--- src/rtl/div_issue_ctrl.sv ---
// Issue/collect controller around a fixed-latency, non-stallable pipelined divider.
// Optional overflow flagging is enabled by defining DIV_OVF_CHECK_EN.
module div_issue_ctrl #(
    parameter int unsigned K     = 32,
    parameter int unsigned LAT   = 2,
    parameter int unsigned DEPTH = 4,
    parameter int unsigned TW    = 4
) (
    input  logic            clk,
    input  logic            rst,
    input  logic            in_valid,
    output logic            in_ready,
    input  logic [K+31:0]   in_x,
    input  logic [K-1:0]    in_d,
    input  logic [TW-1:0]   in_tag,
    output logic [K+31:0]   div_x,
    output logic [K-1:0]    div_d,
    input  logic [K-1:0]    div_q,
    input  logic [K-1:0]    div_r,
    output logic            out_valid,
    input  logic            out_ready,
    output logic [K-1:0]    out_q,
    output logic [K-1:0]    out_r,
    output logic [TW-1:0]   out_tag,
    output logic            out_ovf
);
    localparam int unsigned PW = $clog2(DEPTH);
    localparam int unsigned CW = $clog2(DEPTH + 1);
    localparam int unsigned IW = $clog2(LAT + 1);
    localparam int unsigned SW = $clog2(DEPTH + LAT + 1);

    logic [LAT-1:0] sr_vld;
    logic [TW-1:0]  sr_tag [LAT];
    logic [K-1:0]   mem_q [DEPTH];
    logic [K-1:0]   mem_r [DEPTH];
    logic [TW-1:0]  mem_tag [DEPTH];
    logic [PW-1:0]  wptr;
    logic [PW-1:0]  rptr;
    logic [CW-1:0]  count;
    logic [IW-1:0]  inflight;
    logic [SW-1:0]  occ;
    logic           acc;
    logic           push;
    logic           pop;
    logic [K-1:0]   push_q;
    logic [K-1:0]   push_r;

    assign div_x = in_x;
    assign div_d = in_d;

    always_comb begin
        inflight = '0;
        for (int i = 0; i < int'(LAT); i++) begin
            inflight = inflight + IW'(sr_vld[i]);
        end
    end

    // Every in-flight op already owns a FIFO slot, so the divider never needs to stall.
    assign occ       = SW'(inflight) + SW'(count);
    assign in_ready  = occ < SW'(DEPTH);
    assign acc       = in_valid && in_ready;
    assign out_valid = count != '0;
    assign push      = sr_vld[LAT-1];
    assign pop       = out_valid && out_ready;

`ifdef DIV_OVF_CHECK_EN
    logic             ovf_calc;
    logic [LAT-1:0]   sr_ovf;
    logic [DEPTH-1:0] mem_ovf;

    assign ovf_calc = in_x[K+31:K] >= in_d;
    assign push_q   = sr_ovf[LAT-1] ? {K{1'b1}} : div_q;
    assign push_r   = sr_ovf[LAT-1] ? '0 : div_r;
    assign out_ovf  = mem_ovf[rptr];

    always_ff @(posedge clk) begin
        sr_ovf[0] <= ovf_calc;
        for (int i = 1; i < int'(LAT); i++) begin
            sr_ovf[i] <= sr_ovf[i-1];
        end
        if (push) begin
            mem_ovf[wptr] <= sr_ovf[LAT-1];
        end
    end
`else
    assign push_q  = div_q;
    assign push_r  = div_r;
    assign out_ovf = 1'b0;
`endif

    always_ff @(posedge clk or posedge rst) begin
        if (rst) begin
            sr_vld <= '0;
            wptr   <= '0;
            rptr   <= '0;
            count  <= '0;
        end else begin
            sr_vld[0] <= acc;
            for (int i = 1; i < int'(LAT); i++) begin
                sr_vld[i] <= sr_vld[i-1];
            end
            if (push) begin
                wptr <= wptr + PW'(1);
            end
            if (pop) begin
                rptr <= rptr + PW'(1);
            end
            case ({push, pop})
                2'b10:   count <= count + CW'(1);
                2'b01:   count <= count - CW'(1);
                default: count <= count;
            endcase
        end
    end

    // Payload storage needs no reset; validity lives in sr_vld and count.
    always_ff @(posedge clk) begin
        sr_tag[0] <= in_tag;
        for (int i = 1; i < int'(LAT); i++) begin
            sr_tag[i] <= sr_tag[i-1];
        end
        if (push) begin
            mem_q[wptr]   <= push_q;
            mem_r[wptr]   <= push_r;
            mem_tag[wptr] <= sr_tag[LAT-1];
        end
    end

    assign out_q   = mem_q[rptr];
    assign out_r   = mem_r[rptr];
    assign out_tag = mem_tag[rptr];

endmodule

--- config.mk ---
export PLATFORM = sky130hd
export DESIGN_NAME = div_issue_ctrl
export DESIGN_NICKNAME = d
export VERILOG_FILES = /design/src/rtl/div_issue_ctrl.sv
export SDC_FILE = /design/constraint.sdc
export NUM_CORES = 1
export LEC_CHECK = 0
export ABC_AREA = 1
export CAP_MARGIN = 20
export CORE_ASPECT_RATIO = 0.6
export CORE_MARGIN = 1.5
export CORE_UTILIZATION = 43
export CTS_CLUSTER_DIAMETER = 80
export DETAILED_ROUTE_END_ITERATION = 6
export GPL_TIMING_DRIVEN = 0
export MAX_ROUTING_LAYER = met4
export PLACE_DENSITY_LB_ADDON = 0.08
export SETUP_SLACK_MARGIN = 0.15
export SLEW_MARGIN = 20
export SYNTH_ARGS = -nofsm -noshare
export SYNTH_HDL_FRONTEND = slang
export SYNTH_SLANG_ARGS = --single-unit
--- constraint.sdc ---
create_clock -name clk -period 2.3 [get_ports clk]
set_input_delay 0.575 -clock clk [delete_from_list [all_inputs] [get_ports clk]]
set_output_delay 0.575 -clock clk [all_outputs]
set_load 0.01 [all_outputs]
# After elaboration in Yosys (flattened, before gate mapping)
# Memories as Yosys holds them, arrays and structs flattened.
# Cells that the tools add are included.
[totals]
ram_bits = 280
memories = 4
register_bits = 9
elab_cells = 24
inputBits = 168
output_inout_bits = 167
[mem_list]
columns = ["name", "words", "width", "read_ports", "rd_ports_with_merged_regs", "wr", "line_no", "text"]
rows = [
  ["mem_q", 4, 32, 1, 0, 1, "34", "logic [K-1:0] mem_q [DEPTH];"],
  ["mem_r", 4, 32, 1, 0, 1, "35", "logic [K-1:0] mem_r [DEPTH];"],
  ["mem_tag", 4, 4, 1, 0, 1, "36", "logic [TW-1:0] mem_tag [DEPTH];"],
  ["sr_tag", 2, 4, 2, 0, 2, "33", "logic [TW-1:0] sr_tag [LAT];"],
]
[op_classes]
addsub = 6
n_lt_le_gt_ge = 1
n_eq_ne = 2
n_mux = 3
reduce_logical = 4
[op_table]
columns = ["operator", "count"]
rows = [
  ["$pmux 3 s2", 1],
  ["$add 2x1->2 const B", 2],
  ["$add 2x3->3", 1],
  ["$add 3x1->3 const B", 1],
  ["$lt 3x3->1 const B", 1],
  ["$reduce_bool 3->1", 1],
  ["$sub 3x1->3 const B", 1],
  ["$add 1x1->2", 1],
  ["$eq 2x1->1 const B", 1],
  ["$eq 2x2->1 const B", 1],
  ["$logic_and 1x1->1", 2],
  ["$mux 1", 2],
  ["$reduce_bool 2->1", 1],
]

# Depth between registers and ports, before layout
# Gate-level depths: netlist (run 1).
[depth]
ltp_word = 4
mapped_depth = 12
ltp_nobuf = 12

# Worst setup path after synthesis (run 1)
# No wires, ideal clock.
[synth_path]
path_type = "reg-to-reg"
start = "register wptr[0]"
end = "memory mem_q[2][0], enable pin"
required_time_ns = 1.878
path_slack_ns = -0.112
stages_incl_launch_ff = 5
period_less_slack_ns = 2.412
n_path_buf = 0
arrival_ns = 1.990
cell_sequence = "dfrtp_1 -> inv_1 -> ha_1 -> nand2_1 -> inv_1"
[synth_lines]
columns = ["element", "line_no", "text"]
rows = [
  ["start, declared", "37", "logic [PW-1:0] wptr;"],
  ["start signal, assigned", "103", "wptr <= wptr + PW'(1);"],
  ["end, declared", "34", ""],
]
# Straight into the memory's write port.

# Worst setup path after layout (run 1)
[layout_path]
start = "register rptr[0]"
end = "output out_q[18]"
[layout_between]
elab_chain_cells = 1
[layout_lines]
columns = ["element", "line_no", "text"]
rows = [
  ["start, declared", "38", "logic [PW-1:0] rptr;"],
  ["start signal, assigned", "106", "rptr <= rptr + PW'(1);"],
  ["$mem_v2 4x32", "-", ""],
  ["end, declared", "22", "output logic [K-1:0] out_q,"],
]
# Every way passes these cells.

==> metrics, run 1 <==
unrepaired setup endpoints after global routing true; startpoint of the worst register-to-register path wptr[0]; detailed route wirelength on metal3 1730 um; Fin Clk Skew 0.01397 ns; Startpoint Class register; die footprint 0.02779 sq mm; area fraction in compound gates after synthesis 0.09739; endpoint type of the worst setup path output port; gr usage total 0.2073; Routed Antenna Nets 0; worst-case register-to-register setup slack 0.31 ns; dominant combinational cell family by area after synthesis compound AO/OA/AOI/OAI gates; most used flip-flop cell after synthesis edfxtp_1; dominant cell type by count on the critical path buf_8; status complete, but fails checks; share of flip-flops with an asynchronous set or reset after synthesis 0.03114; Nets 1307; fraction of the mapped netlist area in adder cells 0.008261; CTS HTree Levels 1; power density relative to cell area 1252 mW/mm^2; Std-Cell Rows 46; last weighted congestion value of the routability-driven placer 0.7879; synthesized netlist cell count 830; sequential area share after synthesis 0.7430; proportion of total power due to net switching 0.3447; Avg Vias per Cell 4.944; Synth-to-Final Area Change 40.05%; Least-Margin Pin Slew 0.6498 ns; total power of the final layout 0.02019 W; maximum operating frequency 391.7 MHz; clock slew seen by the registers of the worst setup and hold paths 0.07 ns; number of detailed-routing iterations run before antenna repair 5; CP Cell Sequence buf_8, inv_8, clkbuf_16, buf_12, buf_8, o21ai_1, o22ai_2, buf_2; maximum fanout along the worst path 6; simple-gate share of the synthesized area 0.05304; total wire length after detailed routing 30260 um; number of cells traversed by the worst register-to-register path 5; Starting Density 0.4367; fraction of final layout cells with drive strength greater than 1 0.3226; number of flops mapped to enable cells by yosys 272; number of vias after detailed routing 7465; post-synth cell types 22; internal power 0.01323 W; Wirelength per Cell 20.04 um; capture point of the worst reg-to-reg path mem_r[1][27]; maxcap violations 0; highest ir drop seen on vdd 0.5545 mV; CP Data Required Time 1.73 ns; Post-Synthesis Mean Instance Area 13.87 sq um; share of total power in the clock network 0.222; Synth top area share 0.7096; via count of the first global-routing pass 6917; Worst Setup Slack, final -0.2529 ns; total of buffers placed on input and output ports 237; synthesized-area fraction occupied by xor and xnor cells 0.002283; biggest cell delay along the critical path 0.43 ns; Slew Limit Fails 0; count of final hold-check violations 0; net switching power 0.006958 W; total met2 wirelength after detailed routing 14320 um; diode count 0; classification of the worst-slack hold path in2async; clock period minus worst slack 2.553 ns; sequential group share of total power 0.350; Longest Clk Path Bufs 3; maximum number of pins on one net before global-route repair 29; initial antenna violation count 0; Post-Route Utilization 0.6116; global-route wire length before repair 42210 um; ranking of synthesized cells by instance count 272 x edfxtp_1, 137 x nor2_1, 102 x buf_4; dpl hpwl 19180 um; most used standard cell by instance count after synthesis edfxtp_1; Clk Latency, worst-skew pair 0.55 ns; number of primary I/O pins 335; cell taking the most area after synthesis edfxtp_1; Yosys reg bits 289; Slew HR 0.5644; # setup viols final 68; Top Layer Used met4; Synth area leaders edfxtp_1 71%, buf_4 6.7%, nor2_1 4.5%; Mapped Area 0.01151 sq mm; grt total ovfl 0; core box area 0.02636 sq mm; Setup Crit Path Kind reg2out; vertical extent of the die 129.7 um; worst setup path startpoint rptr[0]; TritonCTS clock tree done; violated checks negative setup slack; number of sinks handled by clock tree synthesis 289; CP max stage cell dfrtp_2; DR iter-0 viols 584; clk root buf clkbuf_16; clock buffers created by TritonCTS 27; arrival time worst endpoint 1.98 ns; leakage component of the power 5.881 nW; Die Wd 214.2 um; proportion of synthesized area in mux cells 0; number of nets produced by synthesis 1005; routed metal-1 wirelength 13850 um; Remaining DRCs 0; portion of total power attributed to combinational logic 0.428; count of warnings emitted by yosys 0; share of the cycle needed by the critical path after routing 1.110
-- per-layer routing --
metal | vias to the layer above | global-route usage
li1 | 3532 | -
met2 | 238 | 0.3205
met5 | - | -
met4 | 0 | 0.03645
met1 | 3667 | 0.2902
met3 | 28 | 0.04172
-- sequential cells by signal, summed over array words and instances (netlist names) --
name     cells
count        3
mem_q      128
mem_r      128
mem_tag     16
rptr         2
sr_tag       8
sr_vld       2
wptr         2
-- layout by cell type (no fill, tap or decap), types with 4 or more instances in the layout --
master,n
nand2_1,19
buf_4,119
clkbuf_16,36
clkdlybuf4s50_1,167
o21ai_1,86
clkinvlp_4,6
o22ai_2,25
inv_1,13
o22ai_1,43
nor2_4,7
buf_8,7
o21ai_0,37
buf_2,71
dfxtp_1,8
edfxtp_1,272
clkbuf_2,4
dfrtp_1,7
clkinv_2,5
buf_12,27
o21ai_2,15
clkbuf_1,6
nor2_1,103
ha_1,6
nor2_2,27
-- power groups by stage --
stage / combinational, W / sequential [W] / clock, W
6_report: 0.00865 / 0.00706 / 0.00447
5_1_grt: 0.00931 / 0.00713 / 0.00478
4_1_cts: 0.00758 / 0.00705 / 0.00455
3_5_place_dp: 0.00755 / 0.00715 / 0
3_3_place_gp: 0.00738 / 0.00721 / 0
2_1_floorplan: 0.00377 / 0.00710 / 0
-- area by class of cell --
class,count,area [sq um]
repair buffers,271,2614
multi-input cells,379,2203
flip-flops and latches,289,8556
plain buffers,141,1294
inverters,20,100.1
well taps,360,450.4
repair inverters,3,17.52
clock inverters,12,150.1
fillers,2096,10240
clock buffers,35,737.0
-- timing repair --
| item | in CTS | in global routing |
|---|---|---|
| gates cloned | 1 | 11 |
| gates resized for setup | 374 | 142 |
| pin swaps | 16 | 29 |
| endpoints found under the setup margin | 96 | 126 |
| hold buffers | 0 | 0 |
| endpoints found under the hold margin | 0 | 0 |
| buffers inserted | 6 | 11 |
-- worst max-delay path by stage --
stage	to	slack [ns]
after detailed placement	out_q[14]	-0.54
final	out_q[18]	-0.25
after global placement	mem_r[0][27]	-0.82
after CTS	out_r[11]	-0.34
after floorplan	mem_q[0][0]	0.20
after global routing	out_q[12]	-0.29
-- critical path, delay by kind of cell (launching register included) --
kind	cells	cell delay [ns]
compound gates	2	0.22
flops	1	0.43
buf+inv	6	0.76
-- metrics by stage --
step / hold slack [ns] / instance area, sq um / setup TNS, ns / std cells / worst slack, ns
floorplan: 0.3096 / 11530 / 0 / 830 / 0.1988
CTS: 0.3035 / 15520 / -15.95 / 1489 / -0.3441
global placement: 0.3119 / 14350 / -216.47 / 1427 / -0.8210
global route: 0.3321 / 16120 / -15.45 / 1510 / -0.2948
finish: 0.3058 / 16120 / -10.66 / 1510 / -0.2529
detailed placement: 0.3136 / 14510 / -21.81 / 1435 / -0.5386
-- cells by family (layout without fill, tap and decap cells) --
family | count (synthesis) | in the layout
buffers and inverters | 162 | 482
DFF | 289 | 289
xor gates and xnor gates | 3 | 3
other | 1 | 1
AOI/OAI and AO/OA | 207 | 207
adders and majority gates | 7 | 7
and+or+nand+nor | 161 | 161
Power figures use the tool's default switching activity.
==> inputs of run 2 (changes only) <==
--- a/config.mk
+++ b/config.mk
@@ -16,7 +16,6 @@
 export MAX_ROUTING_LAYER = met4
 export PLACE_DENSITY_LB_ADDON = 0.08
 export SETUP_SLACK_MARGIN = 0.15
-export SLEW_MARGIN = 20
 export SYNTH_ARGS = -nofsm -noshare
 export SYNTH_HDL_FRONTEND = slang
 export SYNTH_SLANG_ARGS = --single-unit
==> metrics, run 2 (synthesis gave the netlist of run 1 again) <==
status complete, but fails checks (unchanged); violated checks negative setup slack (unchanged); Worst setup endpoint out_r[19] (was out_q[18]); highest ir drop seen on vdd 0.6262 mV (was 0.5545 mV); clock period minus worst slack 2.530 ns (was 2.553 ns); Register Area 0.008556 sq mm (unchanged); Slew HR 0.6385 (was 0.5644); number of detailed-routing iterations run before antenna repair 4 (was 5); fraction of final layout cells with drive strength greater than 1 0.3694 (was 0.3226); maximum fanout along the worst path 10 (was 6); Least-Margin Pin Slew 0.5411 ns (was 0.6498 ns); share of the cycle needed by the critical path after routing 1.100 (was 1.110); largest registers in the final layout mem_q x128, mem_r x128, mem_tag x16 (unchanged); Synth-to-Final Area Change 42.83% (was 40.05%); Wirelength per Cell 20.30 um (was 20.04 um); vertical extent of the die 129.7 um (unchanged); endpoint type of the worst setup path output port (unchanged); capture point of the worst reg-to-reg path mem_q[1][7] (was mem_r[1][27]); Startpoint Class register (unchanged); number of primary I/O pins 335 (unchanged); CTS HTree Levels 1 (unchanged); worst setup path startpoint rptr[0] (unchanged); sequential group share of total power 0.345 (was 0.350); multi-input logic area 0.002557 sq mm (was 0.002203 sq mm); CP Data Required Time 1.73 ns (about the same); count of final hold-check violations 0 (unchanged); # hold bufs at CTS 0 (unchanged); Routed Antenna Nets 0 (unchanged); fill count 2068 (was 2096); Slew Limit Fails 0 (unchanged); initial antenna violation count 2 (was 0); leading cell types in the layout, fill and taps excluded 272 x edfxtp_1, 167 x clkdlybuf4s50_1, 109 x buf_4, 95 x nor2_1, 69 x buf_2 (was 272 x edfxtp_1, 167 x clkdlybuf4s50_1, 119 x buf_4, 103 x nor2_1, 86 x o21ai_1); portion of total power attributed to combinational logic 0.449 (was 0.428); maximum operating frequency 395.2 MHz (was 391.7 MHz); Nets 1301 (was 1307); Std-Cell Rows 46 (unchanged); Worst Setup Slack, final -0.2304 ns (was -0.2529 ns); total wire length after detailed routing 30600 um (was 30260 um); Die Wd 214.2 um (unchanged); maximum number of pins on one net before global-route repair 35 (was 29); most common cell after layout, fill and taps aside edfxtp_1 (unchanged); clock buffers created by TritonCTS 27 (unchanged); maxcap violations 0 (unchanged); via count of the first global-routing pass 6958 (was 6917); proportion of total power due to net switching 0.3543 (was 0.3447); gr usage total 0.2071 (was 0.2073); share of total power in the clock network 0.206 (was 0.222); Avg Vias per Cell 4.956 (was 4.944); number of cells traversed by the worst register-to-register path 5 (unchanged); cell area after layout 0.01644 sq mm (was 0.01612 sq mm); global-route wire length before repair 42340 um (was 42210 um); die footprint 0.02779 sq mm (unchanged); clock slew seen by the registers of the worst setup and hold paths 0.07 ns (about the same); TritonCTS clock tree done (unchanged); clk root buf clkbuf_16 (unchanged); net switching power 0.007292 W (was 0.006958 W); worst-case register-to-register setup slack 0.28 ns (was 0.31 ns); Fin Clk Skew 0.02173 ns (was 0.01397 ns); power density relative to cell area 1252 mW/mm^2 (about the same); grt total ovfl 0 (unchanged); number of vias after detailed routing 7469 (was 7465); Clk Latency, worst-skew pair 0.55 ns (about the same); total of buffers placed on input and output ports 237 (unchanged); DR iter-0 viols 407 (was 584); Setup Crit Path Kind reg2out (unchanged); Starting Density 0.4367 (unchanged); internal power 0.01329 W (was 0.01323 W); # setup viols final 68 (unchanged); Remaining DRCs 0 (unchanged); startpoint of the worst register-to-register path wptr[0] (unchanged); leakage component of the power 5.950 nW (was 5.881 nW); total power of the final layout 0.02058 W (was 0.02019 W); Longest Clk Path Bufs 3 (unchanged); instance area after placement 0.01451 sq mm (unchanged); core box area 0.02636 sq mm (unchanged); arrival time worst endpoint 1.96 ns (was 1.98 ns); number of sinks handled by clock tree synthesis 289 (unchanged); unrepaired setup endpoints after global routing true (unchanged); classification of the worst-slack hold path in2async (unchanged); dpl hpwl 19340 um (was 19180 um); last weighted congestion value of the routability-driven placer 0.7879 (unchanged)
-- run 2: critical path, cell delays in order, from the launching register on --
cell      delay (ns)
dfrtp_2         0.45
buf_12          0.15
clkbuf_2        0.21
o21ai_0         0.33
o22ai_2         0.13
buf_2           0.15
-- run 2: final cells by class --
type | instances | share of cell area
Antenna cell | 2 | 0.0003044
Buffer | 142 | 0.07801
Clock buffer | 34 | 0.04269
Clock inverter | 14 | 0.007458
Inverter | 20 | 0.006393
Multi-Input combinational cell | 379 | 0.1556
Sequential cell | 289 | 0.5204
Tap cell | 360 | 0.02740
Timing Repair Buffer | 267 | 0.1618
-- run 2: how the worst min path moves through the flow --
stage                      start            to
floorplan           sr_tag[0][0]  sr_tag[0][4]
global placement    sr_tag[0][2]  sr_tag[0][6]
detailed placement  sr_tag[0][1]  sr_tag[0][5]
CTS                          rst      count[2]
global route                 rst      count[2]
finish                       rst      count[2]
-- run 2: per-layer routing --
metal / routed length (um) / vias to the layer above / GRT usage
met5: 0 / - / -
met4: 557 / 0 / 0.04557
met3: 1680 / 43 / 0.04359
met2: 14150 / 234 / 0.3207
met1: 14200 / 3661 / 0.2848
li1: - / 3531 / -
-- run 2: what timing repair did --
item,CTS,global route
gates resized for setup,310,259
gates cloned,0,15
pin swaps,12,42
setup endpoints to repair,70,70
setup buffers,3,4
-- run 2: stage by stage --
step                setup TNS, ns  cells  hold WS (ns)    util  setup WS, ns
global route               -16.56   1507        0.3221  0.6237       -0.2874
detailed placement         -20.91   1435        0.3136  0.5504       -0.5243
CTS                        -19.38   1486        0.2894  0.5820       -0.3801
finish                     -11.28   1507        0.2933  0.6237       -0.2304
global placement          -216.47   1427        0.3119  0.5443       -0.8210
floorplan                       0    830        0.3096       -        0.1988
-- run 2: power groups by stage --
stage                     clock network [W]  logic [W]  registers, W
after detailed placement                  0    0.00756       0.00714
final                               0.00424    0.00923       0.00711
after CTS                           0.00431    0.00733       0.00703
after floorplan                           0    0.00377       0.00710
after global routing                0.00453    0.00991       0.00718
after global placement                    0    0.00738       0.00721
